**config.mk**
```make
export PLATFORM = sky130hd
export DESIGN_NAME = rst_sequencer
export DESIGN_NICKNAME = d
export VERILOG_FILES = /design/src/rtl/rst_sequencer_pkg.sv /design/src/rtl/rst_seq_sync.sv /design/src/rtl/rst_sequencer.sv
export SDC_FILE = /design/constraint.sdc
export NUM_CORES = 1
export LEC_CHECK = 0
export ABC_AREA = 1
export CORE_MARGIN = 4
export CORE_UTILIZATION = 40
export CTS_CLUSTER_SIZE = 40
export DETAILED_ROUTE_END_ITERATION = 8
export HOLD_SLACK_MARGIN = 0.15
export PLACE_DENSITY = 0.64
export SYNTH_ARGS = -nofsm -noshare
export SYNTH_HDL_FRONTEND = slang
export SYNTH_HIERARCHICAL = 1
export SYNTH_SLANG_ARGS = --single-unit
export TNS_END_PERCENT = 20
```
**constraint.sdc**
```tcl
create_clock -name CLK -period 3.5 [get_ports CLK]
set_clock_uncertainty 0.05 [all_clocks]
set_input_delay 0.35 -clock CLK [delete_from_list [all_inputs] [get_ports CLK]]
set_output_delay 0.35 -clock CLK [all_outputs]
set_load 0.02 [all_outputs]
```
**src/rtl/rst_sequencer_pkg.sv**
```systemverilog
// Shared definitions for the reset sequencer: FSM encodings and default parameter values.
package rst_sequencer_pkg;

  localparam logic [1:0] RESET   = 2'd0;
  localparam logic [1:0] HOLD    = 2'd1;
  localparam logic [1:0] RELEASE = 2'd2;
  localparam logic [1:0] DONE    = 2'd3;

  typedef enum logic [1:0] {
    StReset   = RESET,
    StHold    = HOLD,
    StRelease = RELEASE,
    StDone    = DONE
  } seq_state_e;

  localparam int unsigned DEF_NUM_STAGES  = 2;
  localparam int unsigned DEF_NUM_DOMAINS = 3;
  localparam int unsigned DEF_HOLD_CYCLES = 4;
  localparam int unsigned DEF_GAP_W       = 4;

endpackage

```
**src/rtl/rst_seq_sync.sv**
```systemverilog
// Deassertion synchronizer for the asynchronous system reset: asserts immediately,
// releases NUM_STAGES clock edges after RST goes high.
module rst_seq_sync #(
  parameter int unsigned NUM_STAGES = 2
) (
  input  logic CLK,
  input  logic RST,
  output logic SYNC_RST_N
);

  logic [NUM_STAGES-1:0] sync_q;

  always_ff @(posedge CLK or negedge RST) begin
    if (!RST) begin
      sync_q <= '0;
    end else begin
      sync_q <= {sync_q[NUM_STAGES-2:0], 1'b1};
    end
  end

  assign SYNC_RST_N = sync_q[NUM_STAGES-1];

endmodule

```
**src/rtl/rst_sequencer.sv**
```systemverilog
// Power-on / software reset sequencer: holds all domains in reset, then releases them in
// ascending order with a programmable gap. All outputs are driven straight from flops.
module rst_sequencer
  import rst_sequencer_pkg::*;
#(
  parameter int unsigned NUM_STAGES  = DEF_NUM_STAGES,
  parameter int unsigned NUM_DOMAINS = DEF_NUM_DOMAINS,
  parameter int unsigned HOLD_CYCLES = DEF_HOLD_CYCLES,
  parameter int unsigned GAP_W       = DEF_GAP_W
) (
  input  logic                   CLK,
  input  logic                   RST,
  input  logic                   SW_RST_REQ,
  input  logic [GAP_W-1:0]       CFG_GAP,
  output logic [NUM_DOMAINS-1:0] DOMAIN_RST_N,
  output logic                   SEQ_BUSY,
  output logic                   SEQ_DONE
);

  localparam int unsigned HOLD_W = $clog2(HOLD_CYCLES + 1);
  localparam int unsigned IDX_W  = $clog2(NUM_DOMAINS + 1);

  // Counters hold "edges remaining minus one", so a zero count means release on this edge.
  localparam logic [HOLD_W-1:0] HOLD_LOAD = HOLD_W'(HOLD_CYCLES - 1);
  localparam logic [IDX_W-1:0]  IDX_LAST  = IDX_W'(NUM_DOMAINS - 1);

  logic sync_rst_n;

  rst_seq_sync #(
    .NUM_STAGES (NUM_STAGES)
  ) u_sync (
    .CLK        (CLK),
    .RST        (RST),
    .SYNC_RST_N (sync_rst_n)
  );

  seq_state_e             state_q, state_d;
  logic [HOLD_W-1:0]      hold_q, hold_d;
  logic [GAP_W-1:0]       gap_q, gap_d;
  logic [IDX_W-1:0]       idx_q, idx_d;
  logic [NUM_DOMAINS-1:0] dom_q, dom_d;
  logic                   busy_q, busy_d;
  logic                   done_q, done_d;
  logic [GAP_W-1:0]       gap_load;

  // A zero gap behaves as a gap of one edge.
  assign gap_load = (CFG_GAP == '0) ? '0 : CFG_GAP - GAP_W'(1);

  always_comb begin
    state_d = state_q;
    hold_d  = hold_q;
    gap_d   = gap_q;
    idx_d   = idx_q;
    dom_d   = dom_q;
    busy_d  = busy_q;
    done_d  = done_q;

    unique case (state_q)
      StReset: begin
        if (sync_rst_n) begin
          state_d = StHold;
          hold_d  = HOLD_LOAD;
        end
      end
      StHold: begin
        if (hold_q == '0) begin
          dom_d[0] = 1'b1;
          if (NUM_DOMAINS == 1) begin
            state_d = StDone;
            busy_d  = 1'b0;
            done_d  = 1'b1;
          end else begin
            state_d = StRelease;
            idx_d   = IDX_W'(1);
            gap_d   = gap_load;
          end
        end else begin
          hold_d = hold_q - HOLD_W'(1);
        end
      end
      StRelease: begin
        if (gap_q == '0) begin
          dom_d[idx_q] = 1'b1;
          gap_d        = gap_load;
          if (idx_q == IDX_LAST) begin
            state_d = StDone;
            busy_d  = 1'b0;
            done_d  = 1'b1;
          end else begin
            idx_d = idx_q + IDX_W'(1);
          end
        end else begin
          gap_d = gap_q - GAP_W'(1);
        end
      end
      StDone: begin
      end
      default: begin
        state_d = StReset;
      end
    endcase

    // Software request restarts the hold interval from any state except RESET.
    if (SW_RST_REQ && (state_q != StReset)) begin
      state_d = StHold;
      hold_d  = HOLD_LOAD;
      gap_d   = '0;
      idx_d   = '0;
      dom_d   = '0;
      busy_d  = 1'b1;
      done_d  = 1'b0;
    end
  end

  always_ff @(posedge CLK or negedge RST) begin
    if (!RST) begin
      state_q <= StReset;
      hold_q  <= '0;
      gap_q   <= '0;
      idx_q   <= '0;
      dom_q   <= '0;
      busy_q  <= 1'b1;
      done_q  <= 1'b0;
    end else begin
      state_q <= state_d;
      hold_q  <= hold_d;
      gap_q   <= gap_d;
      idx_q   <= idx_d;
      dom_q   <= dom_d;
      busy_q  <= busy_d;
      done_q  <= done_d;
    end
  end

  assign DOMAIN_RST_N = dom_q;
  assign SEQ_BUSY     = busy_q;
  assign SEQ_DONE     = done_q;

endmodule

```
==> impl_metrics.tcl <==
set metrics [dict create \
    cp-start-kind "register" \
    core_area_mm2 0.00283 \
    worstPathRequired_ns 3.10 \
    crit_chain "clkdlybuf4s50_1" \
    post_cts_resize_count 0 \
    synth_seq_cells 18 \
    reg2reg_depth 10 \
    synthArstFlopShare_pct 100 \
    finalSetupViolCount 0 \
    worstSetupEndpoint "SEQ_BUSY" \
    cts_hold_buffers 0 \
    synthCells 164 \
    ff_latch_area_um2 452 \
    grt.total_usage_pct 12.5 \
    cts_buffer_depth 2 \
    yosysTopAreaCell "dfrtp_1" \
    regToRegStartpoint "state_q[0]" \
    grt_max_degree 19 \
    yosys.area.top_type_share_pct 35.3 \
    cts_root_buffer "clkbuf_4" \
    netSwitchingFraction_pct 46.7 \
    worst-path-max-fanout 2 \
    critPathKind "reg2out" \
    rows 19 \
    final_common_cell "nand2_1" \
    synth.cell_area_mm2 0.00121 \
    drt_wl_total_um 2200 \
    cp.depth 1 \
    r2r_end "state_q[0]" \
    holdPathStages 0 \
    synthFlopType "dfrtp_1" \
    finalSetupTns_ns 0 \
    multi_input_area_um2 646 \
    critPathArrivalTime_ns 1.44 \
    viasPerCell 4.73 \
    syn_nets 183 \
    worst_hold_slack_ns 0.312 \
    clkLatencyLatePin_ns 0.30 \
    worst_pin_slew_ns 0.802 \
    avgSynthCellArea_um2 7.35 \
    pwr_density_cell_mw_per_mm2 827 \
    max_freq_mhz 544 \
    endpoint_kind "output pin" \
    drive_gt1_share_pct 10.6 \
    slew_headroom_pct 46.4 \
    critPathMaxStageDelay_ns 0.59 \
    p_comb_share_pct 57.7 \
    drt_iter0_drc 14 \
    numCtsBuffers 3 \
    p_int_w 0.000614 \
    min-delay-start "u_sync/sync_q[0]" \
    status "finished clean" \
    place_hpwl_um 1700 \
    htreeDepth 1 \
    power.switching_w 0.000537 \
    nets 199 \
    synth.area.top_cells "dfrtp_1 35%, nand2_1 15%, ha_1 12%, inv_1 8.7%, nand3_1 3.7%" \
    initial_utilization_pct 42.6 \
    path_buf_inv 1 \
    ir_drop_mv 0.379 \
    crit_family "buffers and inverters" \
    fp.dieW_um 62.9 \
    fill_cells 280 \
    clk_pin_slew_ns 0.11 \
    synth.distinct_cells 22 \
    fin_crit_ns 1.84 \
    cp_slowest_cell "clkdlybuf4s50_1" \
    die-height_um 62.9 \
    overflow 0 \
    hold_path_class "reg2reg" \
    synth-warning-count 6 \
    finalCritPeriodShare_pct 52.5 \
    ioPinCount 12 \
    rsz0062_at_grt "no" \
    routabilityCongestion 0.829 \
    drv_cap 0 \
    post-route-drc-count 0 \
    numClockSinks 18 \
    startpoint "SEQ_BUSY" \
    die-area_mm2 0.00396 \
    grt_pass1_wl_um 4040 \
    ys_seq_area_share_pct 37.4 \
    r2r_slack_ns 1.83 \
    final_cell_mix "48 x nand2_1, 28 x inv_1, 17 x dfrtp_1, 12 x nor2_1, 12 x ha_1" \
    vias 993 \
    wire_per_inst_um 10.5 \
    syn2layout_area_growth_pct 15.4 \
    antenna_found_initial 0 \
    p_leak_nw 0.754 \
    cts_tree "done" \
    power.share.sequential_pct 30.8 \
    postRouteAntennaNets 0 \
    port_buffers 11 \
    grt_pass1_vias 981 \
    postCtsSetupBuffers 0 \
    clkPwrFrac_pct 11.5 \
    antenna_cells 0 \
    drtPass1Iterations 4 \
    report.final.slew_viol_count 0 \
    synth_edf_count 0 \
    final_hold_viol_count 0 \
]
==> layout make-up <==
type	count	area share, %
Timing Repair Buffer	11	7.91
Multi-Input combinational cell	117	46.4
Inverter	29	7.82
Clock buffer	4	2.61
Sequential cell	18	32.5
Tap cell	31	2.79
==> stage by stage <==
stage / utilization (%) / worst slack (ns) / instances / instance area, um2 / power, W
after floorplan: - / 2.04 / 164 / 1210 / 0.000858
after global placement: 47.9 / 1.73 / 206 / 1360 / 0.00101
after detailed placement: 47.9 / 1.69 / 206 / 1360 / 0.00103
after CTS: 49.2 / 1.64 / 210 / 1390 / 0.00116
after global routing: 49.2 / 1.62 / 210 / 1390 / 0.00128
final: 49.2 / 1.66 / 210 / 1390 / 0.00115
==> Yosys cell counts (2+ instances only) <==
cell	number
o21a_1	2
nor2_1	12
a21oi_1	2
dfrtp_1	17
nand3_1	9
o21ai_1	7
o21ai_0	7
inv_1	28
nand2_4	2
nand2_1	48
ha_1	12
nand2_2	7
nand4_1	2
==> worst register-to-register path, stage by stage, from the launching register on <==
cell     delay (ns)
dfrtp_1        0.44
inv_1          0.08
ha_1           0.23
inv_1          0.12
nand2_4        0.11
nand2_2        0.13
inv_2          0.05
nand2_2        0.07
nand2_2        0.06
o21ai_0        0.16
nand2_1        0.07
==> state kept, by name, indices dropped and copies added (netlist names) <==
register,cells
state_q,2
DOMAIN_RST_N,3
idx_q,2
u_sync/sync_q,2
SEQ_DONE,1
gap_q,4
SEQ_BUSY,1
hold_q,3
==> worst min path at each step <==
stage	end	slack, ns
6_report	u_sync/sync_q[1]	0.31
5_1_grt	u_sync/sync_q[1]	0.32
4_1_cts	u_sync/sync_q[1]	0.31
3_5_place_dp	u_sync/sync_q[1]	0.29
3_3_place_gp	u_sync/sync_q[1]	0.28
2_1_floorplan	DOMAIN_RST_N[0]	0.004
==> cell families after synthesis <==
family,Yosys count,synth area share [%]
adders and majority gates,12,12.4
and+or+nand+nor,83,30.8
other,1,0.311
DFF,18,37.4
buffers and inverters,29,9.02
AOI/OAI and AO/OA,20,9.23
xor gates and xnor gates,1,0.726
==> power groups by stage <==
stage	Combinational (W)	Clock [W]	Sequential, W
after floorplan	0.000479	0	0.000380
after global placement	0.000651	0	0.000357
after detailed placement	0.000665	0	0.000361
after CTS	0.000671	0.000137	0.000356
after global routing	0.000759	0.000147	0.000370
final	0.000664	0.000132	0.000355
==> routing by layer <==
layer / vias to the layer above / share of wire, % / track usage (%)
li1: 535 / - / -
met1: 445 / 49 / 14.9
met2: 8 / 47 / 21.1
met3: 5 / 3.1 / 3.96
met4: 0 / 1.3 / 4.13
met5: - / 0 / 0
Power figures use the tool's default switching activity.
